$ cat config.mk
export PLATFORM = sky130hd
export DESIGN_NAME = sd_cmd_tx
export DESIGN_NICKNAME = d
export VERILOG_FILES = /design/src/rtl/sd_cmd_tx.sv
export SDC_FILE = /design/constraint.sdc
export NUM_CORES = 1
export LEC_CHECK = 0
export ABC_AREA = 1
export CORE_ASPECT_RATIO = 1.2
export CORE_MARGIN = 3
export CORE_UTILIZATION = 45
export CTS_CLUSTER_DIAMETER = 80
export DETAILED_ROUTE_END_ITERATION = 10
export DONT_BUFFER_PORTS = 1
export GPL_TIMING_DRIVEN = 0
export HOLD_SLACK_MARGIN = 0.08
export SLEW_MARGIN = 30
export SYNTH_ARGS = -nofsm -noshare
export SYNTH_HDL_FRONTEND = slang
export SYNTH_SLANG_ARGS = --single-unit
$ cat constraint.sdc
create_clock -name sd_clk -period 2 [get_ports sd_clk]
set_clock_uncertainty 0.1 [all_clocks]
set_input_delay 0.6 -clock sd_clk [delete_from_list [all_inputs] [get_ports sd_clk]]
set_output_delay 0.6 -clock sd_clk [all_outputs]
set_load 0.01 [all_outputs]
$ cat src/rtl/sd_cmd_tx.sv
// SD command-line transmitter: serialises start/dir/index/argument/CRC7/end
// onto CMD with on-the-fly CRC7, then holds the line idle for Ncc clocks.
module sd_cmd_tx #(
    parameter int GAP_CYCLES = 8
) (
    input  logic        sd_clk,
    input  logic        reset_n,
    input  logic        send_en,
    input  logic [5:0]  cmd_index,
    input  logic [31:0] argument,
    output logic        sd_cmd_out,
    output logic        sd_cmd_oe,
    output logic        busy,
    output logic        sd_send_finished
);

    localparam int GW = (GAP_CYCLES > 1) ? $clog2(GAP_CYCLES) : 1;
    localparam logic [GW-1:0] GAP_LAST = GW'(GAP_CYCLES - 1);

    typedef enum logic [2:0] {
        IDLE,
        SHIFT,
        CRC,
        STOP,
        GAP
    } state_t;

    state_t        state_q, state_d;
    logic [39:0]   sreg_q, sreg_d;
    logic [6:0]    crc_q, crc_d;
    logic [5:0]    bit_cnt_q, bit_cnt_d;
    logic [GW-1:0] gap_cnt_q, gap_cnt_d;
    logic          out_q, out_d;
    logic          oe_q, oe_d;
    logic          busy_q, busy_d;
    logic          fin_q, fin_d;
    logic          accept;

    function automatic logic [6:0] crc_step(input logic [6:0] c, input logic b);
        logic fb;
        fb = c[6] ^ b;
        return {c[5:0], 1'b0} ^ (fb ? 7'h09 : 7'h00);
    endfunction

    always_comb begin
        state_d   = state_q;
        sreg_d    = sreg_q;
        crc_d     = crc_q;
        bit_cnt_d = bit_cnt_q;
        gap_cnt_d = gap_cnt_q;
        out_d     = out_q;
        oe_d      = oe_q;
        busy_d    = busy_q;
        fin_d     = 1'b0;
        accept    = 1'b0;

        unique case (state_q)
            IDLE: begin
                accept = send_en;
            end
            SHIFT: begin
                // CRC absorbs the bit currently on the line
                crc_d = crc_step(crc_q, sreg_q[39]);
                if (bit_cnt_q == 6'd39) begin
                    state_d   = CRC;
                    out_d     = crc_d[6];
                    bit_cnt_d = '0;
                end else begin
                    sreg_d    = {sreg_q[38:0], 1'b0};
                    out_d     = sreg_q[38];
                    bit_cnt_d = bit_cnt_q + 6'd1;
                end
            end
            CRC: begin
                if (bit_cnt_q == 6'd6) begin
                    state_d   = STOP;
                    out_d     = 1'b1;
                    bit_cnt_d = '0;
                end else begin
                    crc_d     = {crc_q[5:0], 1'b0};
                    out_d     = crc_q[5];
                    bit_cnt_d = bit_cnt_q + 6'd1;
                end
            end
            STOP: begin
                state_d   = GAP;
                oe_d      = 1'b0;
                out_d     = 1'b1;
                fin_d     = 1'b1;
                gap_cnt_d = GAP_LAST;
            end
            GAP: begin
                if (gap_cnt_q == '0) begin
                    state_d = IDLE;
                    busy_d  = 1'b0;
                    accept  = send_en;
                end else begin
                    gap_cnt_d = gap_cnt_q - 1'b1;
                end
            end
            default: begin
                state_d = IDLE;
                oe_d    = 1'b0;
                out_d   = 1'b1;
                busy_d  = 1'b0;
            end
        endcase

        if (accept) begin
            state_d   = SHIFT;
            sreg_d    = {2'b01, cmd_index, argument};
            crc_d     = '0;
            bit_cnt_d = '0;
            out_d     = 1'b0;
            oe_d      = 1'b1;
            busy_d    = 1'b1;
        end
    end

    always_ff @(posedge sd_clk or negedge reset_n) begin
        if (!reset_n) begin
            state_q   <= IDLE;
            sreg_q    <= '0;
            crc_q     <= '0;
            bit_cnt_q <= '0;
            gap_cnt_q <= '0;
            out_q     <= 1'b1;
            oe_q      <= 1'b0;
            busy_q    <= 1'b0;
            fin_q     <= 1'b0;
        end else begin
            state_q   <= state_d;
            sreg_q    <= sreg_d;
            crc_q     <= crc_d;
            bit_cnt_q <= bit_cnt_d;
            gap_cnt_q <= gap_cnt_d;
            out_q     <= out_d;
            oe_q      <= oe_d;
            busy_q    <= busy_d;
            fin_q     <= fin_d;
        end
    end

    assign sd_cmd_out       = out_q;
    assign sd_cmd_oe        = oe_q;
    assign busy             = busy_q;
    assign sd_send_finished = fin_q;

endmodule
Word-level counts from Yosys, hierarchy flattened
Index checks and enable logic that the tools add are counted.
{ "word_totals": {"regBits": 63, "inputBits": 41, "out_inout_bits": 4, "elab_cells": 72} }
{ "classes": {"add_sub_neg": 2, "eq_ne": 16, "muxes": 30, "bitwise": 2, "n_reduce_logical": 13} }
{ "op_table": {"columns": ["operator", "n"], "rows": [
  ["40-bit 2-to-1 mux", 3],
  ["6-bit 2-to-1 mux", 3],
  ["3-bit 2-to-1 mux", 5],
  ["3-bit case mux with 5 select lines", 1],
  ["7-bit 2-to-1 mux", 2],
  ["7-bit case mux with 2 select lines", 1],
  ["3-bit != test, second input constant", 4],
  ["6-bit case mux with 2 select lines", 1],
  ["1-bit 2-to-1 mux", 9],
  ["2-bit AND reduction", 4],
  ["4-bit OR reduction", 2],
  ["7-bit by 4-bit bitwise XOR with 7-bit output", 1],
  ["6-bit by 1-bit adder with 6-bit output, second input constant", 1],
  ["3-bit by 2-bit == test with 1-bit output, second input constant", 2],
  ["6-bit by 3-bit == test with 1-bit output, second input constant", 1],
  ["6-bit == test, second input constant", 1],
  ["3-bit zero test", 2],
  ["2-bit by 1-bit != test with 1-bit output, second input constant", 3],
  ["2-bit != test, second input constant", 3],
  ["3-bit case mux with 2 select lines", 1],
  ["4-bit 2-to-1 mux", 1],
  ["1-bit case mux with 2 select lines", 2],
  ["4-bit AND reduction", 1],
  ["2-bit nonzero test", 2],
  ["other kinds (7)", 7]
]} }

Depth between registers and ports, before layout
{ "depth": {"ltp_word": 6, "mapped_depth": 11} }

Worst setup path before layout
Ideal clock, no wire load.
{ "synth_path": {"path_kind": "input to register", "from": "input send_en", "to": "register sreg_q[36]", "arrival_time_ns": 1.296, "path_slack_ns": 0.483, "stages": 9, "cell_sequence": "inv_1 nor2_2 nand2_2 buf_6 nand2_8 inv_8 buf_12 nand2_2 nand3_2"} }
{ "synth_via": {"elab_chain_cells": 4} }
{ "synth_rtl": {"columns": ["item", "line", "source"], "rows": [
  ["start: declaration", "8", "input logic send_en,"],
  ["1-bit 2-to-1 mux", "93", "if (gap_cnt_q == '0) begin"],
  ["1-bit case mux with 2 select lines (*)", "57", "unique case (state_q)"],
  ["2-bit != test (no source line) or 2-bit nonzero test (tied branches)", null, null],
  ["2-bit AND reduction (no source line)", null, null],
  ["end signal: assignment", "133", "sreg_q <= sreg_d;"],
  ["end: declaration", "29", "logic [39:0] sreg_q, sreg_d;"]
]} }
Mark *: on every way between the ends. The rest lies on a longest branch, timed or not.
A chain may end at the register's enable or synchronous reset.

Worst setup path in the final report
{ "layout_path": {"from": "register bit_cnt_q[1]", "to": "register sreg_q[4]"} }
{ "layout_via": {"elab_chain_cells": 3} }
{ "layout_rtl": {"columns": ["item", "line", "source"], "rows": [
  ["start: declaration", "31", "logic [5:0] bit_cnt_q, bit_cnt_d;"],
  ["start signal: assignment", "135", "bit_cnt_q <= bit_cnt_d;"],
  ["6-bit == test", "64", "if (bit_cnt_q == 6'd39) begin"],
  ["2-bit != test (no source line)", null, null],
  ["2-bit AND reduction (no source line)", null, null]
]} }
Every way passes these cells.

==> results.json <==
{
  "power.static_leakage_nw": 1.85,
  "synth.lib_cells_used.distinct": 30,
  "detail_route.first_pass.iterations": 4,
  "slowest_cell_on_the_critical_path": "sky130_fd_sc_hd__dfrtp_1",
  "period_utilisation_layout_pct": 87.4,
  "detail_route.vias_per_cell": 4.99,
  "hp-class": "primary input to async pin",
  "critical_path.startpoint_type": "register",
  "grt.total_usage_pct": 17.6,
  "outcome": "finished with violations",
  "vias_in_the_first_global_route": 2403,
  "ys_top_cells_by_area": "sky130_fd_sc_hd__dfrtp_1 47%, sky130_fd_sc_hd__nand2_1 16%, sky130_fd_sc_hd__nand3_2 7.3%, sky130_fd_sc_hd__nand2_2 5.9%, sky130_fd_sc_hd__nand3_1 3.1%",
  "postSynthNetCount": 417,
  "drive_above_1_share_pct": 25.9,
  "finish.instance_area_sq_um": 3560,
  "path_cells": "ha_1 -> nand3_1 -> nor2_1 -> nor2_1 -> buf_4 -> buf_4 -> nand2_1 -> nand3_2",
  "remaining_drc_errors": 0,
  "met3_usage_pct": 5.55,
  "top_level_ports": 45,
  "cts.clk_slew.worst_paths_ns": 0.07,
  "clk-insertion-delay-late_ns": 0.33,
  "global_route.usage.met1_pct": 21.7,
  "crit_path_max_incr_delay_ns": 0.41,
  "pwr_density_cell_nw_per_um2": 1740,
  "tightest_slew_ns": 0.346,
  "max_cap_violations": 0,
  "maxSlewHeadroom_pct": 76.9,
  "syn-instance-count": 372,
  "path_depth": 8,
  "placedCellCount": 459,
  "cts_tree": "built",
  "number_of_flops_mapped_to_enable_cells_by_yosys": 0,
  "criticalPathCategory": "register to register",
  "synth_area_per_cell_sq_um": 8.80,
  "tritoncts.num_buffers": 9,
  "ys_seq_area_share_pct": 48.2,
  "report.final.hold_viol_count": 62,
  "worst-path-max-fanout": 10,
  "synthToLayoutAreaGrowth_pct": 8.80,
  "synth.ff_latch_count": 63,
  "floorplan.die.width_um": 83.8,
  "clock.fmax_mhz": 572,
  "ys_async_sr_fraction_pct": 100,
  "core_region_area_sq_um": 6940,
  "worst-endpoint-arrival_ns": 1.86,
  "r2r.worst_path.cells": 8,
  "layout.filler_cells": 680,
  "grt_util_met2_pct": 29.8,
  "detailed_place_hpwl_mm": 4.71,
  "globalRouteOverflowTotal": 0,
  "gpl_wtd_cong": 0.778,
  "port_buffers": 0,
  "setup_viols_final": 0,
  "regToRegEndpoint": "sreg_q[4]",
  "failed_checks": "hold timing",
  "syn_area_sq_um": 3270,
  "drt-initial-drc-count": 86,
  "rows": 33,
  "fin_total_pwr_w": 0.00620,
  "post_cts_repair_resize_count": 0,
  "cts_setup_buffers": 0,
  "timing.rr.start": "bit_cnt_q[1]",
  "grt_antenna_before_repair": 0,
  "cts-root-to-sink-buffers": 2,
  "category_of_cells_accounting_for_the_largest_share_of_critical_path_delay": "simple AND/OR/NAND/NOR gates",
  "die_area_sq_um": 8330,
  "yosys.area.top_type_share_pct": 47.4,
  "setup_total_negative_slack_ns": 0,
  "number_of_vias_after_detailed_routing": 2359,
  "grt-busiest-layer": "met2",
  "finalNonFillerCells": 473,
  "reg2reg_setup_slack_ns": 0.25,
  "grt_pass1_wl_mm": 11.6,
  "netlist.top_cell.by_area": "sky130_fd_sc_hd__dfrtp_1",
  "initial_core_util_pct": 47.2,
  "cp_num_buf_inv": 2,
  "post_dp_cell_area_sq_um": 3380,
  "finalCriticalPeriod_ns": 1.75,
  "grt_start_max_net_pins": 64,
  "cts_htree_levels": 3,
  "hold_ws_ns": -0.144,
  "ant_nets": 0,
  "critical_path_required_ns": 2.11,
  "cts.sinks": 63,
  "finish.net_count": 428,
  "drv_slew": 0,
  "ys_dominant_reg_cell": "sky130_fd_sc_hd__dfrtp_1",
  "end_kind": "register",
  "drt-total-wl_mm": 6.62,
  "vdd_ir_max_v": 0.000726,
  "dieHeight_um": 99.4,
  "avgRoutedWirePerCell_um": 14.0,
  "yosysWarningCount": 0,
  "num_antenna_cells": 0,
  "cts_root_buf": "sky130_fd_sc_hd__clkbuf_8",
  "rsz0062_at_grt": "no"
}
## cells by family (layout without fill, tap and decap cells)
group / count (synthesis) / count (layout) / synth area share [%]
AO/OA/AOI/OAI: 15 / 15 / 2.75
XOR/XNOR: 4 / 4 / 1.07
adder cells (fa/ha/maj): 4 / 4 / 1.53
buffers and inverters: 40 / 54 / 7.27
flip-flops: 63 / 63 / 48.2
AND/OR/NAND/NOR: 246 / 246 / 39.2
## power breakdown
group / internal (W) / total, W / leakage [nW] / switching [W]
Sequential: 0.00188 / 0.00227 / 0.779 / 0.000386
Combinational: 0.00114 / 0.00288 / 0.984 / 0.00175
Clock: 0.000598 / 0.00105 / 0.0896 / 0.000454
Total: 0.00362 / 0.00620 / 1.85 / 0.00259
## per-layer routing
metal  wire (um)  vias up
li1            -     1188
met3         339        6
met4          74        0
met2        3270       39
met5           0        -
met1        2940     1126
## layout by cell type, fill, tap and decap left out, drive strengths merged
master  count
a21oi       1
a22oi       2
buf        12
bufinv      1
clkbuf     13
dfrtp      62
dfstp       1
ha          4
inv        28
nand2     172
nand3      45
nand4       4
nor2       22
nor3        3
o211ai      1
o21ai       9
o22ai       2
xor2        4
## area by class of cell
type,instances,area [sq um],share of cell area [%]
buffer,12,125,3.51
clock buffer,13,149,4.18
clock inverter,1,30.0,0.844
inverter,28,113,3.16
multi-input combinational,269,1460,40.9
sequential,63,1580,44.3
tap,87,109,3.06
## Yosys cell counts (all sizes together), types with 2 or more instances
| master | instances |
|---|---|
| inv | 28 |
| dfrtp | 62 |
| nand2 | 172 |
| nor3 | 3 |
| nand3 | 45 |
| o21ai | 9 |
| nand4 | 4 |
| xor2 | 4 |
| o22ai | 2 |
| a22oi | 2 |
| nor2 | 22 |
| buf | 12 |
| ha | 4 |
## registers in the layout, indices dropped and copies added (netlist names)
register and cells:
sreg_q 40, crc_q 7, bit_cnt_q 6, gap_cnt_q 3, state_q 3, busy 1
sd_cmd_oe 1, sd_cmd_out 1, sd_send_finished 1
## metrics by stage
stage | setup slack (ns) | util [%]
6_report | 0.252 | 51.3
5_1_grt | 0.145 | 51.3
4_1_cts | 0.237 | 51.3
3_5_place_dp | 0.243 | 48.7
3_3_place_gp | 0.259 | 48.7
2_1_floorplan | 0.483 | -
## worst max path at each step
stage	startpoint	endpoint	slack (ns)
2_1_floorplan	send_en	sreg_q[36]	0.48
3_3_place_gp	bit_cnt_q[1]	sreg_q[4]	0.26
3_5_place_dp	bit_cnt_q[1]	sreg_q[5]	0.24
4_1_cts	bit_cnt_q[1]	sreg_q[5]	0.24
5_1_grt	gap_cnt_q[0]	sreg_q[14]	0.15
6_report	bit_cnt_q[1]	sreg_q[4]	0.25
Note: power is estimated with default switching activity, not from simulation.
